--- config.mk ---
export PLATFORM = sky130hd
export DESIGN_NAME = ysyx_24100006_icache_flat
export DESIGN_NICKNAME = d
export VERILOG_FILES = /design/src/rtl/ysyx_24100006_icache_if.sv /design/src/rtl/ysyx_24100006_icache.sv /design/src/flat_wrapper.sv
export SDC_FILE = /design/constraint.sdc
export NUM_CORES = 2
export LEC_CHECK = 0
export CAP_MARGIN = 10
export CORE_MARGIN = 3
export CORE_UTILIZATION = 45
export CTS_CLUSTER_DIAMETER = 120
export CTS_CLUSTER_SIZE = 10
export DETAILED_ROUTE_END_ITERATION = 7
export DONT_BUFFER_PORTS = 1
export PLACE_DENSITY_LB_ADDON = 0.12
export SETUP_SLACK_MARGIN = 0.15
export SYNTH_ARGS = -nofsm -noshare
export SYNTH_HDL_FRONTEND = slang
export SYNTH_SLANG_ARGS = --single-unit
--- constraint.sdc ---
create_clock -name clk -period 7 [get_ports clk]
set_input_delay 2.1 -clock clk [delete_from_list [all_inputs] [get_ports clk]]
set_output_delay 2.1 -clock clk [all_outputs]
set_load 0.005 [all_outputs]
--- src/rtl/ysyx_24100006_icache_if.sv ---
// Bundles the IFU-side and memory-side AXI read channels seen by the instruction cache.
// A transfer completes on a rising edge where valid && ready. A source holds valid and its payload until that edge; ready may change freely.
interface ysyx_24100006_icache_if;
  logic [31:0] ifu_araddr;
  logic        ifu_arvalid;
  logic        ifu_arready;
  logic [31:0] ifu_rdata;
  logic [1:0]  ifu_rresp;
  logic        ifu_rvalid;
  logic        ifu_rlast;
  logic        ifu_rready;
  logic [31:0] mem_araddr;
  logic        mem_arvalid;
  logic        mem_arready;
  logic [7:0]  mem_arlen;
  logic [2:0]  mem_arsize;
  logic [1:0]  mem_arburst;
  logic [31:0] mem_rdata;
  logic [1:0]  mem_rresp;
  logic        mem_rvalid;
  logic        mem_rlast;
  logic        mem_rready;

  // slave is the cache itself; master is everything around it (IFU plus system bus)
  modport slave (
    input  ifu_araddr, ifu_arvalid, ifu_rready,
           mem_arready, mem_rdata, mem_rresp, mem_rvalid, mem_rlast,
    output ifu_arready, ifu_rdata, ifu_rresp, ifu_rvalid, ifu_rlast,
           mem_araddr, mem_arvalid, mem_arlen, mem_arsize, mem_arburst, mem_rready
  );

  modport master (
    output ifu_araddr, ifu_arvalid, ifu_rready,
           mem_arready, mem_rdata, mem_rresp, mem_rvalid, mem_rlast,
    input  ifu_arready, ifu_rdata, ifu_rresp, ifu_rvalid, ifu_rlast,
           mem_araddr, mem_arvalid, mem_arlen, mem_arsize, mem_arburst, mem_rready
  );
endinterface

--- src/rtl/ysyx_24100006_icache.sv ---
// Direct-mapped read-only instruction cache: single-beat hits to the IFU,
// whole-line INCR refills on a miss, fence.i invalidation, hit/miss counters.
module ysyx_24100006_icache #(
  parameter int LINE_WORDS = 4,
  parameter int SETS       = 16
) (
  input  logic                  clk,
  input  logic                  reset,
  ysyx_24100006_icache_if.slave bus,
  input  logic                  fence_i,
  output logic [31:0]           hit_cnt,
  output logic [31:0]           miss_cnt,
  output logic [2:0]            dbg_state
);
  localparam int WORD_W = $clog2(LINE_WORDS);
  localparam int OFF_W  = WORD_W + 2;
  localparam int IDX_W  = $clog2(SETS);
  localparam int TAG_W  = 32 - OFF_W - IDX_W;
  localparam int CNT_W  = WORD_W + 1;

  typedef enum logic [2:0] {
    IDLE   = 3'd0,
    LOOKUP = 3'd1,
    REF_AR = 3'd2,
    REF_R  = 3'd3,
    RESP   = 3'd4
  } state_t;

  state_t state, state_nx;

  logic [31:2]      addr_q;
  logic [TAG_W-1:0] req_tag;
  logic [IDX_W-1:0] req_idx;
  logic [WORD_W-1:0] req_off;

  logic [CNT_W-1:0] cnt;
  logic             err;
  logic             fence_pend;
  logic [31:0]      rdata_q;
  logic [1:0]       rresp_q;

  logic [SETS-1:0]  valid;
  logic [TAG_W-1:0] tag_mem  [SETS];
  logic [31:0]      data_mem [SETS][LINE_WORDS];

  logic ar_ok, ar_hs, hit, beat, beat_in_line, beat_err, line_ok, fence_now;

  assign req_tag = addr_q[31:OFF_W+IDX_W];
  assign req_idx = addr_q[OFF_W+IDX_W-1:OFF_W];
  assign req_off = addr_q[OFF_W-1:2];

  assign ar_ok        = (state == IDLE) && !fence_pend && !reset;
  assign ar_hs        = ar_ok && bus.ifu_arvalid;
  assign hit          = valid[req_idx] && (tag_mem[req_idx] == req_tag);
  assign beat         = (state == REF_R) && bus.mem_rvalid;
  // cnt saturates at LINE_WORDS, so its top bit marks beats past the end of the line
  assign beat_in_line = !cnt[WORD_W];
  assign beat_err     = (bus.mem_rresp != 2'b00);
  assign line_ok      = !err && !beat_err && (cnt == CNT_W'(LINE_WORDS - 1));
  assign fence_now    = (state == IDLE) && (fence_pend || (fence_i && !ar_hs));

  assign bus.mem_arlen   = 8'(LINE_WORDS - 1);
  assign bus.mem_arsize  = 3'b010;
  assign bus.mem_arburst = 2'b01;
  assign bus.ifu_rdata   = rdata_q;
  assign bus.ifu_rresp   = rresp_q;
  assign dbg_state       = state;

  always_ff @(posedge clk or posedge reset) begin
    if (reset) state <= IDLE;
    else       state <= state_nx;
  end

  always_comb begin
    state_nx        = state;
    bus.ifu_arready = 1'b0;
    bus.mem_arvalid = 1'b0;
    bus.mem_araddr  = '0;
    bus.mem_rready  = 1'b0;
    bus.ifu_rvalid  = 1'b0;
    bus.ifu_rlast   = 1'b0;
    case (state)
      IDLE: begin
        bus.ifu_arready = ar_ok;
        if (ar_hs) state_nx = LOOKUP;
      end
      LOOKUP: state_nx = hit ? RESP : REF_AR;
      REF_AR: begin
        bus.mem_arvalid = 1'b1;
        bus.mem_araddr  = {addr_q[31:OFF_W], {OFF_W{1'b0}}};
        if (bus.mem_arready) state_nx = REF_R;
      end
      REF_R: begin
        bus.mem_rready = 1'b1;
        if (beat && bus.mem_rlast) state_nx = RESP;
      end
      RESP: begin
        bus.ifu_rvalid = 1'b1;
        bus.ifu_rlast  = 1'b1;
        if (bus.ifu_rready) state_nx = IDLE;
      end
      default: state_nx = IDLE;
    endcase
  end

  always_ff @(posedge clk or posedge reset) begin
    if (reset) begin
      addr_q     <= '0;
      cnt        <= '0;
      err        <= 1'b0;
      fence_pend <= 1'b0;
      valid      <= '0;
      rdata_q    <= '0;
      rresp_q    <= 2'b00;
      hit_cnt    <= '0;
      miss_cnt   <= '0;
    end else begin
      if (ar_hs) addr_q <= bus.ifu_araddr[31:2];
      // a fence that cannot act this cycle waits for the next IDLE cycle
      if (fence_i && !((state == IDLE) && !ar_hs)) fence_pend <= 1'b1;
      else if (state == IDLE)                      fence_pend <= 1'b0;
      if (fence_now) valid <= '0;
      case (state)
        LOOKUP: begin
          if (hit) begin
            hit_cnt <= hit_cnt + 32'd1;
            rdata_q <= data_mem[req_idx][req_off];
            rresp_q <= 2'b00;
          end else begin
            miss_cnt         <= miss_cnt + 32'd1;
            valid[req_idx]   <= 1'b0;
            cnt              <= '0;
            err              <= 1'b0;
          end
        end
        REF_R: begin
          if (beat) begin
            if (beat_in_line) cnt <= cnt + CNT_W'(1);
            if (beat_err)     err <= 1'b1;
            if (beat_in_line && (cnt[WORD_W-1:0] == req_off)) rdata_q <= bus.mem_rdata;
            if (bus.mem_rlast) begin
              if (line_ok) begin
                valid[req_idx] <= 1'b1;
                rresp_q        <= 2'b00;
              end else begin
                rresp_q        <= 2'b10;
              end
            end
          end
        end
        default: ;
      endcase
    end
  end

  // line storage carries no reset; the valid bits alone say what is meaningful
  always_ff @(posedge clk) begin
    if (beat && beat_in_line) data_mem[req_idx][cnt[WORD_W-1:0]] <= bus.mem_rdata;
    if (beat && bus.mem_rlast && line_ok) tag_mem[req_idx] <= req_tag;
  end
endmodule
--- src/flat_wrapper.sv ---
// flat-port wrapper written by rule: the top's interface ports become plain ports
module ysyx_24100006_icache_flat 
#(
  parameter int LINE_WORDS = 4,
  parameter int SETS       = 16
)
  (clk, reset, fence_i, hit_cnt, miss_cnt, dbg_state, bus_ifu_araddr, bus_ifu_arvalid, bus_ifu_rready, bus_mem_arready, bus_mem_rdata, bus_mem_rresp, bus_mem_rvalid, bus_mem_rlast, bus_ifu_arready, bus_ifu_rdata, bus_ifu_rresp, bus_ifu_rvalid, bus_ifu_rlast, bus_mem_araddr, bus_mem_arvalid, bus_mem_arlen, bus_mem_arsize, bus_mem_arburst, bus_mem_rready);
  ysyx_24100006_icache_if bus_i ();
  input  logic clk;
  input  logic reset;
  input  logic fence_i;
  output logic [31:0] hit_cnt;
  output logic [31:0] miss_cnt;
  output logic [2:0] dbg_state;
  input wire logic [$bits(bus_i.ifu_araddr)-1:0] bus_ifu_araddr;
  input wire logic [$bits(bus_i.ifu_arvalid)-1:0] bus_ifu_arvalid;
  input wire logic [$bits(bus_i.ifu_rready)-1:0] bus_ifu_rready;
  input wire logic [$bits(bus_i.mem_arready)-1:0] bus_mem_arready;
  input wire logic [$bits(bus_i.mem_rdata)-1:0] bus_mem_rdata;
  input wire logic [$bits(bus_i.mem_rresp)-1:0] bus_mem_rresp;
  input wire logic [$bits(bus_i.mem_rvalid)-1:0] bus_mem_rvalid;
  input wire logic [$bits(bus_i.mem_rlast)-1:0] bus_mem_rlast;
  output wire logic [$bits(bus_i.ifu_arready)-1:0] bus_ifu_arready;
  output wire logic [$bits(bus_i.ifu_rdata)-1:0] bus_ifu_rdata;
  output wire logic [$bits(bus_i.ifu_rresp)-1:0] bus_ifu_rresp;
  output wire logic [$bits(bus_i.ifu_rvalid)-1:0] bus_ifu_rvalid;
  output wire logic [$bits(bus_i.ifu_rlast)-1:0] bus_ifu_rlast;
  output wire logic [$bits(bus_i.mem_araddr)-1:0] bus_mem_araddr;
  output wire logic [$bits(bus_i.mem_arvalid)-1:0] bus_mem_arvalid;
  output wire logic [$bits(bus_i.mem_arlen)-1:0] bus_mem_arlen;
  output wire logic [$bits(bus_i.mem_arsize)-1:0] bus_mem_arsize;
  output wire logic [$bits(bus_i.mem_arburst)-1:0] bus_mem_arburst;
  output wire logic [$bits(bus_i.mem_rready)-1:0] bus_mem_rready;
  assign bus_i.ifu_araddr = bus_ifu_araddr;
  assign bus_i.ifu_arvalid = bus_ifu_arvalid;
  assign bus_i.ifu_rready = bus_ifu_rready;
  assign bus_i.mem_arready = bus_mem_arready;
  assign bus_i.mem_rdata = bus_mem_rdata;
  assign bus_i.mem_rresp = bus_mem_rresp;
  assign bus_i.mem_rvalid = bus_mem_rvalid;
  assign bus_i.mem_rlast = bus_mem_rlast;
  assign bus_ifu_arready = bus_i.ifu_arready;
  assign bus_ifu_rdata = bus_i.ifu_rdata;
  assign bus_ifu_rresp = bus_i.ifu_rresp;
  assign bus_ifu_rvalid = bus_i.ifu_rvalid;
  assign bus_ifu_rlast = bus_i.ifu_rlast;
  assign bus_mem_araddr = bus_i.mem_araddr;
  assign bus_mem_arvalid = bus_i.mem_arvalid;
  assign bus_mem_arlen = bus_i.mem_arlen;
  assign bus_mem_arsize = bus_i.mem_arsize;
  assign bus_mem_arburst = bus_i.mem_arburst;
  assign bus_mem_rready = bus_i.mem_rready;
  ysyx_24100006_icache #(.LINE_WORDS(LINE_WORDS), .SETS(SETS)) u_core (.clk(clk), .reset(reset), .bus(bus_i), .fence_i(fence_i), .hit_cnt(hit_cnt), .miss_cnt(miss_cnt), .dbg_state(dbg_state));
endmodule
==> metrics.yaml <==
yosysWarningCount: 0
finalWorstSetupSlack_ns: 1.75
detail_route.drc_violations: 0
timing.hold.ws_ns: 0.491
site_rows: 172
worst_ep_required_time_ns: 4.90
io_buffer_count: 0
vias_in_the_first_global_route: 47100
die_w_microns: 478
min_delay_worst_type: "reg2reg"
family_with_the_most_delay_on_the_worst_path: "buffers and inverters"
yosys.cell_count.top_type: "sky130_fd_sc_hd__edfxtp_1"
largest_cells_by_area_after_synthesis: "sky130_fd_sc_hd__edfxtp_1 (73%), sky130_fd_sc_hd__mux4_2 (17%), sky130_fd_sc_hd__dfrtp_1 (3.8%)"
ys_dominant_reg_cell: "sky130_fd_sc_hd__edfxtp_1"
synth-seq-cells: 2583
maxSlewViolCount: 0
syn_inst: 4377
regToRegStartpoint: "u_core.addr_q[5]"
post-place-ws_ns: 1.88
tritoncts.num_buffers: 308
achievable-frequency_mhz: 190
hold-path-cell-count: 1
ctsResizeCount: 0
worstSetupPathDepth: 3
cts_tree: "built"
mean_syn_cell_area_sq_um: 22.9
vdd_ir_drop_max_v: 0.000296
grt_antenna_before_repair: 17
crit_type: "reg2out"
hp-start: "u_core.miss_cnt[31]"
grt_use_total_pct: 21.5
drive_gt1_share_pct: 29.4
worst_setup_path_start_kind: "flop"
die_area_sq_mm: 0.229
yosysTopAreaCellShare_pct: 72.8
crit_slowest_cell: "sky130_fd_sc_hd__dfrtp_4"
cts.sink_count: 2583
cts_setup_buffers: 0
post_cts_hold_buffer_count: 0
syn_to_final_growth_pct: 12.5
route.detailed.wl_per_inst_microns: 32.0
clkSlewWorstSetupHoldPaths_ns: 0.06
fillCellCount: 17200
ant_nets: 0
root_buffer: "sky130_fd_sc_hd__clkbuf_16"
rsz0062_at_grt: "no"
setup.worst_path.end_class: "output pin"
synth_edf_count: 2432
cap_violations: 0
floorplan.die.height_microns: 478
fin_setup_tns_ns: 0
maximum_number_of_pins_on_one_net_before_global_route_repair: 121
power_density_mw_per_mm2: 385
drt_iter0_drc: 4447
finalWeightedCongestion: 0.772
timing.final.crit_share_pct: 75.0
setup.worst_path.start: "u_core.addr_q[5]"
clock_tree.htree_level_count: 5
critical_path.n_buffers_inverters: 2
start_util_pct: 45.5
timing_worst_slew_pin_value_ns: 1.13
synth-async-reset-ratio_pct: 5.85
grt_first_pass_wirelength_microns: 352000
power.leakage_nw: 35.5
remaining_global_route_overflow: 0
worst_ep_arrival_ns: 3.15
final_hold_viol_count: 0
wirelength_microns: 244000
vias_per_cell: 5.93
max_stage_delay_ns: 0.74
design.core.area_sq_mm: 0.221
worst_clock_skew_ns: 0.0460
synth_area_sq_mm: 0.100
slew_limit_headroom_pct: 24.3
place_hpwl_microns: 136000
clock_path_buffers: 4
crit_path_cell_trace: "buf_4 -> buf_4 -> and2_1"
final_cell_area_sq_mm: 0.113
min_period_ns: 5.25
placedInstanceArea_sq_mm: 0.105
synth_top_cells_by_count: "sky130_fd_sc_hd__edfxtp_1 (2,432), sky130_fd_sc_hd__mux4_2 (757), sky130_fd_sc_hd__nand2_1 (163), sky130_fd_sc_hd__dfrtp_1 (151), sky130_fd_sc_hd__clkbuf_1 (125)"
synth_area_leader_cell: "sky130_fd_sc_hd__edfxtp_1"
regToRegEndpoint: "u_core.bus.ifu_rdata[8]"
seq_area_frac_synth_pct: 76.6
clk-insertion-delay-late_ns: 0.91
synth_cell_types: 63
io-pin-count: 225
critical_path_peak_fanout: 56
final_nets: 4664
route.vias.total: 45300
status: "finished clean"
path_common_cell: "sky130_fd_sc_hd__buf_4"
crit_end: "bus_mem_araddr[5]"
drt_first_pass_iters: 7
setup_violations: 0
worstRegToRegCells: 11
reg2reg_slack_ns: 1.97
[kinds of logic (layout without fill, tap and decap cells)]
group,Yosys count,count (layout),synth area share (%)
AO/OA/AOI/OAI,92,92,0.638
XOR/XNOR,92,92,0.804
adder cells (fa/ha/maj),6,6,0.0749
buffers and inverters,259,542,1.22
flip-flops,2583,2583,76.6
multiplexers,888,888,18.5
other,2,23,0.00749
AND/OR/NAND/NOR,455,455,2.14
[per-layer routing]
metal | wire [microns] | GRT usage [%]
met5 | 0 | 0
met4 | 5510 | 5.45
met2 | 119000 | 34.5
met1 | 104000 | 30.3
met3 | 15600 | 4.36
[report_power, final]
group	switching (W)	internal, W
clock network	0.00571	0.00800
logic	0.00592	0.00537
registers	0.000858	0.0175
total	0.0125	0.0309
[final cells by class]
type / instances / area (sq um) / share of cell area (%)
antenna: 5 / 12.5 / 0.0111
clock buffer: 397 / 8130 / 7.20
clock inverter: 5 / 51.3 / 0.0455
inverter: 13 / 56.3 / 0.0499
multi-input combinational: 1551 / 22900 / 20.3
sequential: 2583 / 76800 / 68.1
tap: 2958 / 3700 / 3.28
timing repair buffer: 127 / 1100 / 0.978
[registers in the layout, indices dropped and copies added, names as in the netlist]
signal and cells:
u_core.addr_q 30, u_core.bus.ifu_rdata 32, u_core.bus.ifu_rresp 1, u_core.cnt 3, u_core.data_mem 2048, u_core.dbg_state 3, u_core.err 1, u_core.fence_pend 1
u_core.hit_cnt 32, u_core.miss_cnt 32, u_core.tag_mem 384, u_core.valid 16
[how the worst min path moves through the flow]
stage / end / slack [ns]
detailed placement: u_core.miss_cnt[31] / 0.48
global route: u_core.miss_cnt[31] / 0.51
finish: u_core.miss_cnt[31] / 0.49
global placement: u_core.miss_cnt[31] / 0.48
floorplan: u_core.miss_cnt[31] / 0.46
CTS: u_core.miss_cnt[31] / 0.50
[cell usage in the layout (no fill, tap or decap), types with 17 or more instances in the layout]
| master | Yosys | layout |
|---|---|---|
| sky130_fd_sc_hd__a21oi_1 | 21 | 21 |
| sky130_fd_sc_hd__a31oi_1 | 17 | 17 |
| sky130_fd_sc_hd__and2_1 | 35 | 35 |
| sky130_fd_sc_hd__buf_4 | 24 | 115 |
| sky130_fd_sc_hd__clkbuf_1 | 125 | 85 |
| sky130_fd_sc_hd__clkbuf_16 | 0 | 312 |
| sky130_fd_sc_hd__conb_1 | 2 | 18 |
| sky130_fd_sc_hd__dfrtp_1 | 151 | 145 |
| sky130_fd_sc_hd__edfxtp_1 | 2432 | 2432 |
| sky130_fd_sc_hd__mux2_2 | 44 | 44 |
| sky130_fd_sc_hd__mux2_4 | 30 | 30 |
| sky130_fd_sc_hd__mux2i_1 | 57 | 57 |
| sky130_fd_sc_hd__mux4_2 | 757 | 757 |
| sky130_fd_sc_hd__nand2_1 | 163 | 160 |
| sky130_fd_sc_hd__nand3_1 | 24 | 23 |
| sky130_fd_sc_hd__nor2_1 | 115 | 34 |
| sky130_fd_sc_hd__nor2_4 | 0 | 80 |
| sky130_fd_sc_hd__nor3_1 | 28 | 27 |
| sky130_fd_sc_hd__xnor2_1 | 37 | 37 |
| sky130_fd_sc_hd__xor2_1 | 55 | 55 |
[through the flow]
| step | util (%) | std cells | total power (W) |
|---|---|---|---|
| final | 51.1 | 7639 | 0.0434 |
| after global routing | 51.1 | 7636 | 0.0451 |
| after CTS | 51.1 | 7634 | 0.0440 |
| after detailed placement | 47.4 | 7232 | 0.0302 |
| after global placement | 47.4 | 7232 | 0.0302 |
| after floorplan | - | 4393 | 0.0263 |
Power figures use the tool's default switching activity.
